==> src/rtl/toggle_dec.sv <==
// Toggle-encoded event decoder with a pending-event counter and a sticky overflow flag.
// Define TOGGLE_DEC_SYNC_EN to put a two-flop synchronizer on tin.
module toggle_dec #(
    parameter int CW = 4
) (
    input  logic          clk,
    input  logic          reset,
    input  logic          tin,
    input  logic          evt_ready,
    input  logic          ovf_clr,
    output logic          pulse,
    output logic          evt_valid,
    output logic [CW-1:0] pend_cnt,
    output logic          ovf
);

    localparam logic [CW-1:0] CNT_MAX = '1;
    localparam logic [CW-1:0] CNT_ONE = {{(CW-1){1'b0}}, 1'b1};

    logic          samp_d, samp_q;
    logic          h_d, h_q;
    logic          pulse_d, pulse_q;
    logic [CW-1:0] cnt_d, cnt_q;
    logic          ovf_d, ovf_q;
    logic          pop;
    logic          ovf_set;

`ifdef TOGGLE_DEC_SYNC_EN
    logic sync1_q, sync2_q;

    // Sync flops load tin on reset so a level held through reset is not an edge.
    always_ff @(negedge clk) begin
        if (reset) begin
            sync1_q <= tin;
            sync2_q <= tin;
        end else begin
            sync1_q <= tin;
            sync2_q <= sync1_q;
        end
    end

    assign samp_d = sync2_q;
`else
    assign samp_d = tin;
`endif

    assign h_d       = samp_q;
    assign pulse_d   = samp_q ^ h_q;
    assign pop       = evt_valid & evt_ready;
    assign evt_valid = (cnt_q != '0);

    always_comb begin
        cnt_d   = cnt_q;
        ovf_set = 1'b0;
        unique case ({pulse_q, pop})
            2'b10: begin
                if (cnt_q == CNT_MAX) begin
                    ovf_set = 1'b1;
                end else begin
                    cnt_d = cnt_q + CNT_ONE;
                end
            end
            2'b01:   cnt_d = cnt_q - CNT_ONE;
            default: cnt_d = cnt_q;
        endcase
    end

    // A fresh overflow beats a clear on the same edge.
    assign ovf_d = ovf_set | (ovf_q & ~ovf_clr);

    always_ff @(negedge clk) begin
        if (reset) begin
            samp_q  <= tin;
            h_q     <= tin;
            pulse_q <= 1'b0;
            cnt_q   <= '0;
            ovf_q   <= 1'b0;
        end else begin
            samp_q  <= samp_d;
            h_q     <= h_d;
            pulse_q <= pulse_d;
            cnt_q   <= cnt_d;
            ovf_q   <= ovf_d;
        end
    end

    assign pulse    = pulse_q;
    assign pend_cnt = cnt_q;
    assign ovf      = ovf_q;

endmodule

==> config.mk <==
export PLATFORM = sky130hd
export DESIGN_NAME = toggle_dec
export DESIGN_NICKNAME = d
export VERILOG_FILES = /design/src/rtl/toggle_dec.sv
export SDC_FILE = /design/constraint.sdc
export NUM_CORES = 1
export LEC_CHECK = 0
export BUFFER_PORTS_ARGS = -buffer_cell sky130_fd_sc_hd__buf_2
export CORE_AREA = 2 2 39 41
export CTS_CLUSTER_DIAMETER = 200
export DETAILED_ROUTE_END_ITERATION = 7
export DIE_AREA = 0 0 41 43
export PLACE_DENSITY = 0.61
export SYNTH_ARGS = -nofsm -noshare
export SYNTH_HDL_FRONTEND = slang
export SYNTH_SLANG_ARGS = --single-unit
==> constraint.sdc <==
create_clock -name clk -period 2.45 [get_ports clk]
set_clock_uncertainty 0.05 [all_clocks]
set_input_delay 0.245 -clock clk [delete_from_list [all_inputs] [get_ports clk]]
set_output_delay 0.245 -clock clk [all_outputs]
set_load 0.01 [all_outputs]
======== Word level (Yosys, flattened, before mapping) ========
Index checks and enable logic that the tools add are counted.
cells by class
  bitwise gates (word level) .............. 5
  add/sub/neg operators ................... 2
  reductions and logical operators ........ 3
  mux-type cells .......................... 5
  equal/unequal tests ..................... 4
operator list
  operator                                          count
  case mux 4 bit (2 select lines)                   1
  adder 4 x 1 -> 4 bit, second input constant       1
  == test 4 bit, second input constant              1
  2-to-1 mux 4 bit                                  1
  nonzero test 4 bit                                1
  subtractor 4 x 1 -> 4 bit, second input constant  1
  2-to-1 mux 1 bit                                  3
  bitwise AND 1 bit                                 2
  == test 2 x 1 -> 1 bit, second input constant     1
  == test 2 bit, second input constant              1
  inequality test 2 bit, second input constant      1
  AND reduction 2 bit                               1
  nonzero test 2 bit                                1
  inverter 1 bit                                    1
  OR 1 bit                                          1
  XOR 1 bit                                         1
word-level totals
  flip-flop bits (word level) ............. 8
  logic and storage cells ................. 24
  output and inout bits ................... 7
  input bits .............................. 5

======== Longest topological paths before layout ========
Gate-level depths: netlist of the first run.
  depth in word-level cells ............... 5
  gate-level depth with buffers ........... 9
  gate-level depth less buffers ........... 8

==> results.md, run 1 <==
- Crit Path Max Fanout: 3
- Failing checks: setup timing
- Clk pwr share: about 15%
- Slew Limit Fails: 0
- Comb pwr share: 64.2%
- Most common cell in the synthesized netlist: dfxtp_1
- Number of CTS-inserted buffers: 3
- Final design utilization: 62.9%
- Vias in the first global route: roughly 500
- Seq/Total Area, Yosys: 32.6%
- Reg2Reg Setup Slack: 0.17 ns
- DRC viols: 0
- Critical Path RT: 1.38 ns
- Die Height: 43 um
- Leakage: 0.433 nW
- Layout Area Growth over Synthesis: 77.1%
- Final non-filler cell total: approximately 110
- Crit path capture: pend_cnt[3]
- Ys async rst share: 0%
- Synth top area cells: dfxtp_1 33%, inv_1 5.3%, ha_1 5.1%
- Most used DFF post-synth: dfxtp_1
- Maxcap violations: 0
- Leading area contributor after synthesis: dfxtp_1
- Clk_lat worst skew: 0.32 ns
- Synth Register Bits: 8
- Synthesized Nets: 64
- DP Cell Count: 95
- Number of synthesized flops with an enable pin: 0
- Drt first pass iters: 4
- Post-DRT Antenna Nets: 0
- Slew HR: 82.3%
- Global-route wire length before repair: 1.83 mm
- Synthesized cell area: 492 um2
- Power Internal: 0.593 mW
- Clock root cell: clkbuf_4
- DR vias/cell: around 5.0
- Io pins: 12
- RSZ-0062 raised after global routing: yes
- Initial antenna violation count: 0
- CP startpoint: evt_ready
- Cell variety after synth: 31
- DRT iter0 DRCs: 6
- Reg clk slew, reported paths: 0.04 ns
- CP Launch Type: primary input
- Crit end category: register
- Post-synth top area share: approximately a third
- Sw Share: a little under 40%
- Die Wd: 41 um
- Cell area after layout: 871 um2
- Layout cells sized above 1: 54.1%
- CTS tree: built
- Fin worst setup slack: -0.246 ns
- Setup Crit Path Kind: primary input to register
- CTS H-tree depth: 1
- Final Setup Violations: 5
- Fill count: roughly 130
- Worst Tran Pin Value: 0.262 ns
- Hold Crit Class: register to register
- Number of nets in the layout: 108
- Crit path DAT: approximately 1.6 ns
- Via count: 568
- Net Sw Power: 0.376 mW
- Outcome: finished with violations
- Top post-synthesis cells by count: 8 x dfxtp_1, 7 x inv_1, 6 x nand2_1
- HPWL after DPL: 822 um
- I/O Buffers: 11
- Clock Tree Buf Depth: 2
- Synth Area per Inst: 8.78 um2
- Syn. warnings: 0
- Sequential share of power: 20.8%
- GR Overflow Total: 0
- FF-to-FF path depth: 10
- Hold Vio Cnt, Final: 0
- Total Routing Usage GR: 15.5%
- Worst reg2reg path endpoint: pend_cnt[3]
- Core Area: between 1000 and 1500 um2
- Post-CTS Hold Buffers: 0
- Die footprint: approximately 1800 um2
- DRT Wirelength: 1.35 mm
- Sink Count: 8
- Routability congestion estimate: around 0.74
- Largest net degree at the start of global routing: 9
- Pwr Density: 1110 nW/um2
- # rows: 14
- Cells after Synth: 56
- Post-Place Cell Area: 677 um2
- Hold WS: 0.422 ns
- Worst r2r src: pend_cnt[1]
- Worst vdd ir: 0.526 mV
- DR WL/cell: 11.8 um
- Initial core utilization: 35.5%
- # diodes: 0
-- cells in the final DEF (no fill, tap or decap), types with 2 or more instances in the layout --
master and n:
buf_2 8, buf_4 21, buf_6 5, clkbuf_4 3, dfxtp_1 5, dfxtp_2 3, ha_4 2, inv_1 13
mux2_4 2, nand2_1 6, nand2b_1 2, nor2_1 4
-- per-layer routing --
layer | share of wire, % | vias up | track usage [%]
met1 | 46 | 269 | 17.7
met2 | 48 | 13 | 22.2
met3 | 4.8 | 2 | 9.42
li1 | - | 284 | -
met5 | 0 | - | 0
met4 | 1.0 | 0 | 6.67
-- cell families (layout without fill, tap and decap cells) --
group | count (synthesis) | count (layout) | synth area share, %
muxes | 4 | 4 | 8.91
xor gates and xnor gates | 2 | 2 | 3.56
and+or+nand+nor | 19 | 19 | 19.3
adders and majority gates | 3 | 3 | 9.16
DFF | 8 | 8 | 32.6
AOI/OAI and AO/OA | 11 | 11 | 18.1
buffers and inverters | 9 | 51 | 8.40
-- worst min path at each step --
stage	startpoint	end	slack (ns)	cells past startpoint
final	h_q	pulse	0.42	2
after global routing	h_q	pulse	0.46	2
after CTS	h_q	pulse	0.43	2
after detailed placement	h_q	pulse	0.43	2
after global placement	h_q	pulse	0.41	2
after floorplan	h_q	pulse	0.40	2
-- power by group through the flow --
stage	clock (mW)	sequential (mW)	combinational, mW
after floorplan	0.0227	0.211	0.234
after global placement	0.0227	0.186	0.438
after detailed placement	0.0227	0.187	0.440
after CTS	0.155	0.193	0.494
after global routing	0.171	0.206	0.669
final	0.145	0.202	0.622
-- final cells by class --
type	instances	area (um2)	share of cell area, %
inverter	6	22.5	2.59
sequential	8	164	18.8
tap	16	20.0	2.30
clock inverter	8	30.0	3.45
timing repair buffer	34	254	29.2
clock buffer	3	22.5	2.59
multi-input combinational	39	358	41.1
-- critical path: stages --
cell	delay, ns
buf_6	0.07
o41a_1	0.16
nand2b_1	0.11
inv_2	0.13
ha_4	0.23
a21oi_4	0.13
nand2_1	0.07
or4_1	0.40
o311ai_1	0.09
-- sequential cells by signal, summed over array words and instances (netlist names) --
signal,count
ovf,1
h_d,1
pend_cnt,4
pulse,1
h_q,1
-- per-stage QoR --
step	setup TNS, ns	setup slack (ns)	power [mW]
floorplan	-0.886	-0.388	0.468
global placement	-1.38	-0.548	0.647
detailed placement	-1.41	-0.547	0.649
CTS	-0.676	-0.186	0.842
global route	-1.02	-0.279	1.05
finish	-0.791	-0.246	0.970
-- repair_timing --
| item | in CTS | in global routing |
|---|---|---|
| pin swaps | 3 | 3 |
| resized for setup | 8 | 8 |
| buffers inserted | 3 | 6 |
| setup endpoints to repair | 6 | 8 |
Power figures use the tool's default switching activity.
==> run 2: changes to the inputs <==
==> constraint.sdc (replaced) <==
create_clock -name clk -period 2.45 [get_ports clk]
set_clock_uncertainty 0.05 [all_clocks]
set_input_delay 0.1225 -clock clk [delete_from_list [all_inputs] [get_ports clk]]
set_output_delay 0.1225 -clock clk [all_outputs]
set_load 0.01 [all_outputs]
==> run 2 against run 1 <==
Net effect:
- the run still ends with setup timing left
- sequential share of layout area grew 2.1 points
- cell count shrank 6.1%
- die area is the same
- combinational power shrank 17%
- core utilization shrank 6.8 points
- count of clock-buffer cells in the layout is the same
- critical endpoint unchanged
==> results.md, run 2 (synthesis gave the netlist of run 1 again) <==
- Outcome: finished with violations
- Failing checks: setup timing
- Clock root cell: clkbuf_4
- CP Launch Type: primary input
- Crit end category: register
- Met3 Routed Length: 68 um (+4.6%)
- Slew Limit Fails: 0 (unchanged)
- Sum Neg Setup Slack: -0.172 ns (+0.619 ns)
- Most frequent cells in the layout: 16 x buf_4, 13 x inv_1, 10 x buf_2
- Met1 WL: 520 um (-16%)
- Initial core utilization: 35.5% (unchanged)
- Via count: 509 (-10%)
- Crit-path leading delay family: simple AND/OR/NAND/NOR gates
- Initial antenna violation count: 0 (unchanged)
- Pwr Density: 1110 nW/um2 (-0.46%)
- HPWL after DPL: 845 um (+2.9%)
- DRC viols: 0 (unchanged)
- CP startpoint: evt_ready
- Slew HR: 83.5% (+1.2 points)
- Layout cells sized above 1: 49.5% (-4.6 points)
- CP Buf/Inv Count: 2 (unchanged)
- CTS H-tree depth: 1 (unchanged)
- Most common library cell in the layout ignoring fill and taps: buf_4
- Critical Path RT: 1.38 ns (about the same)
- Crit Path Max Fanout: 3 (unchanged)
- Die footprint: 1760 um2 (unchanged)
- DRT iter0 DRCs: 7 (+1)
- Worst r2r src: pend_cnt[3]
- Fin worst setup slack: -0.117 ns (+0.128 ns)
- Post-DRT Antenna Nets: 0 (unchanged)
- Die Height: 43 um (unchanged)
- CTS tree: built
- Vias in the first global route: 475 (-3.1%)
- Clk_lat worst skew: 0.31 ns (about the same)
- Final design utilization: 56.1% (-6.8 points)
- Setup Crit Path Kind: primary input to register
- Largest net degree at the start of global routing: 12 (+3)
- Final non-filler cell total: 107 (-6.1%)
- DP Worst Slack: -0.435 ns (+0.112 ns)
- Clock Tree Buf Depth: 2 (unchanged)
- GR Overflow Total: 0 (unchanged)
- Global-route wire length before repair: 1.86 mm (+1.5%)
- Leakage: 0.396 nW (-8.4%)
- Total Routing Usage GR: 16.2% (+0.79 points)
- Worst vdd ir: 0.519 mV (-1.4%)
- Sink Count: 8 (unchanged)
- Number of flip-flops in the largest register: 4 (unchanged)
- Hold Vio Cnt, Final: 0 (unchanged)
- Worst Tran Pin Value: 0.247 ns (-0.0148 ns)
- I/O Buffers: 11 (unchanged)
- Critical-path cell list: buf_6, o41a_1, nand2b_1, inv_2, ha_4, a21oi_2, nand2_1, or4_4, o311ai_2
- Routability congestion estimate: 0.735 (-0.89%)
- RSZ-0062 raised after global routing: yes
- Number of nets in the layout: 101 (-6.5%)
- Core Area: 1380 um2 (unchanged)
- Worst Min Path Start: h_q
- Crit path DAT: 1.49 ns (-0.14 ns)
- CP max-delay cell: or4_4
- Number of CTS-inserted buffers: 3 (unchanged)
- Maxcap violations: 0 (unchanged)
- Reg clk slew, reported paths: 0.03 ns (about the same)
- # rows: 14 (unchanged)
- Layout Area Growth over Synthesis: 58.0%
- Max incr delay on CP: 0.42 ns (+0.02 ns)
- DRT Wirelength: 1.22 mm (-9.4%)
- Hold Crit Class: register to register
- Drt first pass iters: 4 (unchanged)
- DR vias/cell: 4.76 (-4.5%)
- Final Setup Violations: 3 (-2)
- Die Wd: 41 um (unchanged)
- Top sig layer: met4
- DR WL/cell: 11.4 um (-3.4%)
- # diodes: 0 (unchanged)
- DP Cell Count: 92 (-3.2%)
- Io pins: 12 (unchanged)
- Met2 wire length: 616 um (-4.3%)
run 2: where the power goes:
group,switching (mW),internal (mW)
Clock,0.0686,0.0733
Sequential,0.0368,0.163
Combinational,0.232,0.287
run 2: final timing paths:
kind | slack, ns | depth (start not counted) | endpoint
worst max-delay path | -0.12 | 9 | pend_cnt[3]
worst min-delay path | 0.43 | 2 | pulse
worst max register to register | 0.23 | 9 | pend_cnt[3]
worst min register to register | 0.43 | 2 | pulse
run 2: what timing repair did:
action,4_1_cts,5_1_grt
pin swaps,5,5
endpoints found under the setup margin,3,4
setup buffers,4,1
resized for setup,6,3
hold buffers,0,0
gates cloned,0,0
hold endpoints to repair,0,0
run 2: worst register-to-register path, cell delays in order, from the launching register on:
cell and delay, ns:
dfxtp_1 0.32, buf_4 0.16, o41a_1 0.41, nand2b_1 0.14, inv_2 0.08, ha_4 0.23
a21oi_2 0.14, nand2_1 0.08, or4_4 0.42, o311ai_2 0.09
run 2: cell type report:
cell class                 count  area, um2
fill                         142        607
sequential                     8        163
tap                           16       20.0
inverter                       6       22.5
multi-input combinational     39        338
clock buffer                   3       22.5
clock inverter                 8       30.0
timing repair buffer          27        181
run 2: per-layer routing:
| layer | GRT usage (%) | up-vias |
|---|---|---|
| met5 | 0 | - |
| met4 | 9.33 | 0 |
| met3 | 9.95 | 2 |
| met2 | 23.1 | 10 |
| met1 | 17.6 | 230 |
| li1 | - | 267 |
run 2: per-stage QoR:
stage               cell area [um2]  total power, mW  hold WS (ns)
global placement                654            0.638         0.410
floorplan                       512            0.468         0.404
CTS                             753            0.838         0.439
finish                          777            0.861         0.429
global route                    777            0.945         0.473
detailed placement              654            0.644         0.429
==> run 3: changes to the inputs <==
--- a/config.mk
+++ b/config.mk
@@ -10,7 +10,9 @@
 export CTS_CLUSTER_DIAMETER = 200
 export DETAILED_ROUTE_END_ITERATION = 7
 export DIE_AREA = 0 0 41 43
+export MAX_ROUTING_LAYER = met4
 export PLACE_DENSITY = 0.61
+export SLEW_MARGIN = 0
 export SYNTH_ARGS = -nofsm -noshare
 export SYNTH_HDL_FRONTEND = slang
 export SYNTH_SLANG_ARGS = --single-unit
==> run 3 against run 2 <==
Net effect:
- cell count stayed put
- power is 0.18% higher
- the run still ends with setup timing left
- flip-flop and latch count stayed put
- highest routed layer unchanged
- critical path depth stayed put
- global-route usage is 0.30 points higher
- sequential power hardly changed
- wire length is 1.2% higher
==> results.md, run 3 (synthesis gave the netlist of run 1 again) <==
- CP Launch Type: primary input
- FF-to-FF path depth: 9 (unchanged)
- CP max-delay cell: or4_4
- Crit Path Max Fanout: 3 (unchanged)
- Worst Min Path Start: h_q
- Die footprint: 1760 um2 (unchanged)
- Reg2Reg Setup Slack: 0.23 ns (about the same)
- CP startpoint: evt_ready
- Layout Area Growth over Synthesis: 58.0% (unchanged)
- Pwr Density: 1110 nW/um2 (+0.18%)
- Post-DRT Antenna Nets: 0 (unchanged)
- DRT Wirelength: 1.23 mm (+1.2%)
- CP Buf/Inv Count: 2 (unchanged)
- Reg clk slew, reported paths: 0.03 ns (about the same)
- Clock root cell: clkbuf_4
- Crit path DAT: 1.49 ns (about the same)
- Via count: 511 (+0.39%)
- Max incr delay on CP: 0.42 ns (about the same)
- Final Setup Violations: 3 (unchanged)
- Largest net degree at the start of global routing: 12 (unchanged)
- DRT iter0 DRCs: 8 (+1)
- Hold Crit Class: register to register
- # diodes: 0 (unchanged)
- Maxcap violations: 0 (unchanged)
- Slew Limit Fails: 0 (unchanged)
- Worst vdd ir: 0.518 mV (-0.11%)
- Vias in the first global route: 475 (unchanged)
- Fin worst setup slack: -0.117 ns (+0.000638 ns)
- Failing checks: setup timing
- Number of CTS-inserted buffers: 3 (unchanged)
- Clk_lat worst skew: 0.31 ns (about the same)
- Total Routing Usage GR: 16.5% (+0.30 points)
- DRC viols: 0 (unchanged)
- Core Area: 1380 um2 (unchanged)
- Critical Path RT: 1.38 ns (about the same)
- DR vias/cell: 4.78 (+0.39%)
- Slew HR: 83.5% (about the same)
- I/O Buffers: 11 (unchanged)
- Initial antenna violation count: 0 (unchanged)
- GR Overflow Total: 0 (unchanged)
- Die Height: 43 um (unchanged)
- CTS tree: built
- Leakage: 0.396 nW (unchanged)
- Most frequent cells in the layout: 16 x buf_4, 13 x inv_1, 10 x buf_2
- CTS H-tree depth: 1 (unchanged)
- Crit path depth: 9 (unchanged)
- Number of nets in the layout: 101 (unchanged)
- Fill count: 142 (unchanged)
- Most common library cell in the layout ignoring fill and taps: buf_4
- Initial core utilization: 35.5% (unchanged)
- Crit-path leading delay family: simple AND/OR/NAND/NOR gates
- Total design power: 0.863 mW (+0.18%)
- Critical-path cell list: buf_6, o41a_1, nand2b_1, inv_2, ha_4, a21oi_2, nand2_1, or4_4, o311ai_2
- RSZ-0062 raised after global routing: yes
- Sink Count: 8 (unchanged)
- DP Worst Slack: -0.435 ns (unchanged)
- HPWL after DPL: 845 um (unchanged)
- Sum Neg Setup Slack: -0.174 ns (-0.00196 ns)
- DP Cell Count: 92 (unchanged)
- Outcome: finished with violations
- Die Wd: 41 um (unchanged)
- # rows: 14 (unchanged)
- Routability congestion estimate: 0.744 (+1.2%)
- Setup Crit Path Kind: primary input to register
- Number of flip-flops in the largest register: 4 (unchanged)
- Clock Tree Buf Depth: 2 (unchanged)
- Hold Vio Cnt, Final: 0 (unchanged)
- Global-route wire length before repair: 1.84 mm (-0.75%)
- WHS Path Cells: 2 (unchanged)
- Drt first pass iters: 4 (unchanged)
- Multi-input gate area: 338 um2 (unchanged)
- Crit end category: register
- Worst r2r src: pend_cnt[3]
- Worst Tran Pin Value: 0.246 ns (-0.000579 ns)
- Io pins: 12 (unchanged)
- Register Area: 163 um2 (unchanged)
- Final non-filler cell total: 107 (unchanged)
- Layout cells sized above 1: 49.5% (unchanged)
- DR WL/cell: 11.5 um (+1.2%)
run 3: cell counts in the layout (fill, tap and decap cells not counted):
Identical to the previous run, type by type.
run 3: routing by layer:
layer	global-route usage (%)	vias to the layer above	wire length (um)
met4	9.33	0	36
met1	17.6	228	529
met3	9.42	4	72
li1	-	267	-
met5	-	-	0
met2	23.1	12	596
run 3: area by class of cell:
| class | instances | area share [%] |
|---|---|---|
| clock inverter | 8 | 3.86 |
| timing repair buffer | 27 | 23.3 |
| clock buffer | 3 | 2.90 |
| multi-input combinational | 39 | 43.5 |
| sequential | 8 | 20.9 |
| tap | 16 | 2.58 |
| inverter | 6 | 2.90 |
run 3: power by group:
part | total (mW) | leakage [nW] | switching [mW] | internal (mW)
sequential | 0.201 | 0.0668 | 0.0377 | 0.163
clock | 0.143 | 0.0564 | 0.0699 | 0.0734
combinational | 0.518 | 0.273 | 0.231 | 0.287
total | 0.863 | 0.396 | 0.339 | 0.524
run 3: repair_timing:
item	CTS	global route
buffers inserted	4	1
setup endpoints to repair	3	4
gates resized for setup	6	3
hold buffers	0	0
pin swaps	5	5
run 3: final timing paths:
| kind | end |
|---|---|
| max reg2reg | pend_cnt[3] |
| max | pend_cnt[3] |
| min reg2reg | pulse |
| min | pulse |
run 3: metrics by stage:
stage,utilization (%),cell area [um2],hold slack (ns)
detailed placement,47.3,654,0.429
global route,56.1,777,0.473
finish,56.1,777,0.428
floorplan,-,512,0.404
global placement,47.3,654,0.410
CTS,54.4,753,0.439
run 3: tightest hold or removal path, cell delays in order (launching register included):
cell,delay [ns]
dfxtp_1,0.31
xnor2_1,0.06
nor2_1,0.07
